--- config.mk ---
export PLATFORM = sky130hd
export DESIGN_NAME = dwell_timer
export DESIGN_NICKNAME = d
export VERILOG_FILES = /design/src/rtl/dwell_timer.sv
export SDC_FILE = /design/constraint.sdc
export NUM_CORES = 1
export LEC_CHECK = 0
export ABC_AREA = 1
export BUFFER_PORTS_ARGS = -buffer_cell sky130_fd_sc_hd__buf_2
export CAP_MARGIN = 20
export CORE_MARGIN = 3
export CORE_UTILIZATION = 65
export CTS_BUF_LIST = sky130_fd_sc_hd__clkbuf_8
export DETAILED_ROUTE_END_ITERATION = 7
export GPL_ROUTABILITY_DRIVEN = 0
export PLACE_DENSITY = 0.84
export REMOVE_ABC_BUFFERS = 1
export SYNTH_ARGS = -nofsm -noshare
export SYNTH_HDL_FRONTEND = slang
export SYNTH_SLANG_ARGS = --single-unit
--- constraint.sdc ---
create_clock -name i_clk -period 3.55 [get_ports i_clk]
set_clock_uncertainty 0.15 [all_clocks]
set_input_delay 0.5325 -clock i_clk [delete_from_list [all_inputs] [get_ports i_clk]]
set_output_delay 0.5325 -clock i_clk [all_outputs]
set_load 0.005 [all_outputs]
--- src/rtl/dwell_timer.sv ---
// Dwell counter: runs 0..DWELL_CYCLES-1 while enabled and flags the terminal count.
module dwell_timer #(
  parameter int unsigned DWELL_CYCLES = 25_000_000
) (
  input  logic i_clk,
  input  logic i_rst,
  input  logic i_clear,
  input  logic i_en,
  output logic o_last
);

  localparam int unsigned CNT_W = $clog2(DWELL_CYCLES + 1);
  localparam logic [CNT_W-1:0] LAST_CNT = CNT_W'(DWELL_CYCLES - 1);

  logic [CNT_W-1:0] cnt_q;
  logic [CNT_W-1:0] cnt_d;

  // Terminal-count compare on the registered count.
  assign o_last = (cnt_q == LAST_CNT);

  always_comb begin
    cnt_d = cnt_q;
    if (i_clear) begin
      cnt_d = '0;
    end else if (i_en) begin
      cnt_d = o_last ? '0 : cnt_q + CNT_W'(1);
    end
  end

  always_ff @(posedge i_clk) begin
    if (i_rst) begin
      cnt_q <= '0;
    end else begin
      cnt_q <= cnt_d;
    end
  end

endmodule

Yosys cells after proc, flatten, opt, wreduce, memory -nomap -nowiden:

Cells that the tools add are included.

* register bits: 25
* output and inout bits: 1
* word-level logic and storage cells: 5
* input port bits: 4

* equal/unequal tests: 1
* add/subtract/negate cells: 1
* reduce and logical (&&, ||, !) cells: 1
* mux-type cells: 1

Operator list (number)
* 25-bit by 1-bit adder with 25-bit output, second input constant: 1
* 25-bit == test, second input constant: 1
* 25-bit 2-to-1 mux: 1
* 2-bit OR reduction: 1

Depth between registers and ports, before layout:

* depth in word-level cells: 2
* depth in mapped cells: 9
* gate-level depth less buffers: 9

Least setup slack after synthesis:

OpenSTA, ideal clock, no wires.

* path type: flip-flop to output port
* start point: register cnt_q[0]
* end point: output o_last
* cell stages (with the launch flop): 6
* buffers on the path: 0
* data required time: 2.867 ns
* arrival: 1.109 ns
* slack: 1.759 ns
* cell sequence: dfxtp_1 > ha_1 > inv_1 > nor2_2 > nand2_2 > nor4_1

* cells in the longest elaborated chain, start to end: 1

Ends and longest elaborated chain
* start, declared: line 15 `logic [CNT_W-1:0] cnt_q;`
* start signal, assigned: line 34 `cnt_q <= cnt_d;`
* 25-bit == test: line 19 `assign o_last = (cnt_q == LAST_CNT);`
* end, declared: line 9 `output logic o_last`

No other way between the ends.

Final worst setup path:

Ends and elaborated chain as after synthesis.

==> impl_metrics.toml <==
[floorplan]
dieHeight_um = 53.28
ios = 5
coreArea_sq_mm = 0.002042
die_area_sq_mm = 0.002838
rows = 16
initial_core_util_pct = 71.14
die_x_um = 53.28

[clock_tree]
numClockSinks = 25
cts_setup_buffers = 0
clkTransAtPathRegs_ns = 0.09
root_buffer = "clkbuf_8"
htreeDepth = 1
clock_path_buffers = 2
cts_buffers = 3
postCtsResizedCells = 0
worstSkewPairLatency_ns = 0.28
cts_tree = "yes"
cts_hold_buf = 0

[hold_path]
min_delay_path_depth = 2
worstHoldPathType = "register to register"
min_from = "cnt_q[0]"

[global_routing]
grt_util_all_layers_pct = 26.38
antenna_found_initial = 0
grt_pass1_wl_mm = 5.319
grt_start_max_net_pins = 17
grt_pass1_vias = 1182
overflow = 0

[placed_design]
portBuffers = 4
place_area_sq_mm = 0.001491
dp_hpwl_mm = 2.326
placedCellCount = 239

[timing]
drv_slew = 0
fmax_ghz = 0.4375
hold_viol = 0
rsz0062_at_grt = "false"
finalSetupViolations = 0
whs_ns = 0.3573
layout_min_cycle_time_ns = 2.286
finalCritPeriodShare_pct = 64.39
worst_pin_slew_ns = 0.2844
fin_tns_setup_ns = 0
slew_headroom_pct = 81.02

[logic_synthesis]
synth_top_area_share_pct = 34.45
synth_edf_count = 0
syn-cell-area_sq_mm = 0.001453
synth.distinct_cells = 28
synth_area_leaders = "dfxtp_1, nor2_1, nand3_1, nand2_1, inv_1"
yosysTopAreaCell = "dfxtp_1"
synth_warnings = 0
synth_seq_cells = 25
dominantRegCellSynth = "dfxtp_1"
synth_area_per_cell_sq_um = 6.917
async_flop_share_pct = 0
syn_inst = 210
netlist_top_cells_count = "nor2_1, nand2_1, dfxtp_1, nand3_1, inv_1"
seq_area_frac_synth_pct = 34.45
yosysMostFrequentCell = "nor2_1"

[layout]
instances_no_fill = 243
top_regs = "cnt_q: 25 flops"
largest-register = "cnt_q"
num-fill-cells = 169
largest_register_ffs = 25
drive_above_1_share_pct = 18.52
num_antenna_cells = 0
final_cell_area_sq_mm = 0.001541
syn_to_final_growth_pct = 6.116
num-nets-final = 222

[routing]
drc_errors = 0
avgViaCountPerCell = 5.481
wirelength_mm = 3.118
first_pass_iters = 4
drt_iter0_markers = 67
routedWlPerCell_um = 12.83
vias = 1332
antenna_left = 0

[critical_path]
cp.arrival_ns = 1.60
reg2reg_depth = 8
required_ns = 2.87
crit_type = "register to primary output"
reg2reg_from = "cnt_q[0]"
cp_max_fo = 4
cp-startpoint = "cnt_q[0]"
crit_path_start_kind = "register"
end_kind = "primary output"

[power_and_ir_drop]
leakagePower_nw = 0.5537
p_per_area_mw_per_mm2 = 311.2
ir_worst_vdd_mv = 0.3248

[status]
outcome = "complete, no violations"

[run]
cap_violations = 0
## layout make-up
class	count	area [sq um]	area share, %
Clock buffer	3	41.29	2.679
Clock inverter	1	8.758	0.5682
Inverter	26	97.59	6.331
Multi-Input combinational cell	156	832.0	53.98
Sequential cell	25	500.5	32.47
Tap cell	27	33.78	2.192
Timing Repair Buffer	5	27.53	1.786
## layout by cell type, fill, tap and decap left out
master	synthesis	layout
dfxtp_1	25	25
inv_6	0	1
mux2i_1	1	1
a21o_1	1	1
xnor2_1	6	6
o32ai_1	1	1
nand3_1	25	25
or2_2	1	1
nor2_4	6	6
clkbuf_8	0	3
nand2_4	1	1
nor2_2	11	11
nand3_2	2	2
xor2_1	3	3
inv_1	23	23
buf_4	1	1
nor4_1	1	1
o21ai_0	1	1
o21a_1	1	1
a21oi_1	9	9
o21bai_1	1	1
ha_1	1	1
nand2_2	7	7
nand4_1	3	3
nor2_1	39	39
buf_2	0	4
nor3_1	3	3
inv_2	3	3
nand2_1	32	32
## per-stage QoR
stage / worst slack, ns / total power [mW] / util, %
2_1_floorplan: 1.759 / 0.2983 / -
3_3_place_gp: 1.606 / 0.3045 / 73.04
3_5_place_dp: 1.570 / 0.3053 / 73.04
4_1_cts: 1.261 / 0.4825 / 75.49
5_1_grt: 1.126 / 0.4962 / 75.49
6_report: 1.264 / 0.4797 / 75.49
## cell families (layout without fill, tap and decap cells)
logic type      Yosys count  in the layout  synth area share, %
mux                       1              1               0.6891
buf+inv                  29             35                8.268
xor+xnor                  9              9                5.427
flops                    25             25                34.45
compound gates           14             14                5.599
simple gates            131            131                44.70
fa+ha+maj                 1              1               0.8612
## power by group
| group | switching, mW | internal [mW] |
|---|---|---|
| Clock | 0.0981 | 0.0825 |
| Combinational | 0.0112 | 0.00638 |
| Sequential | 0.000654 | 0.281 |
| Total | 0.110 | 0.370 |
## worst max-delay path, stage by stage, from the launching register on
cell and delay [ns]:
dfxtp_1 0.38, ha_1 0.22, inv_1 0.06, nor2_2 0.17, nand2_2 0.09, nor4_1 0.25, buf_2 0.15
## routing by layer
metal  routed length, um  up-vias  GRT usage (%)
met5                   0        -              0
met4                  40        0          8.085
met3                 232        6          7.042
met2                1454       48          42.45
met1                1391      604          33.97
li1                    -      674              -
## final timing paths
| check | end | slack [ns] |
|---|---|---|
| setup / recovery | o_last | 1.26 |
| hold / removal | cnt_q[0] | 0.36 |
| setup reg to reg | cnt_q[11] | 1.70 |
| hold reg to reg | cnt_q[0] | 0.36 |
Note: power is estimated with default switching activity, not from simulation.
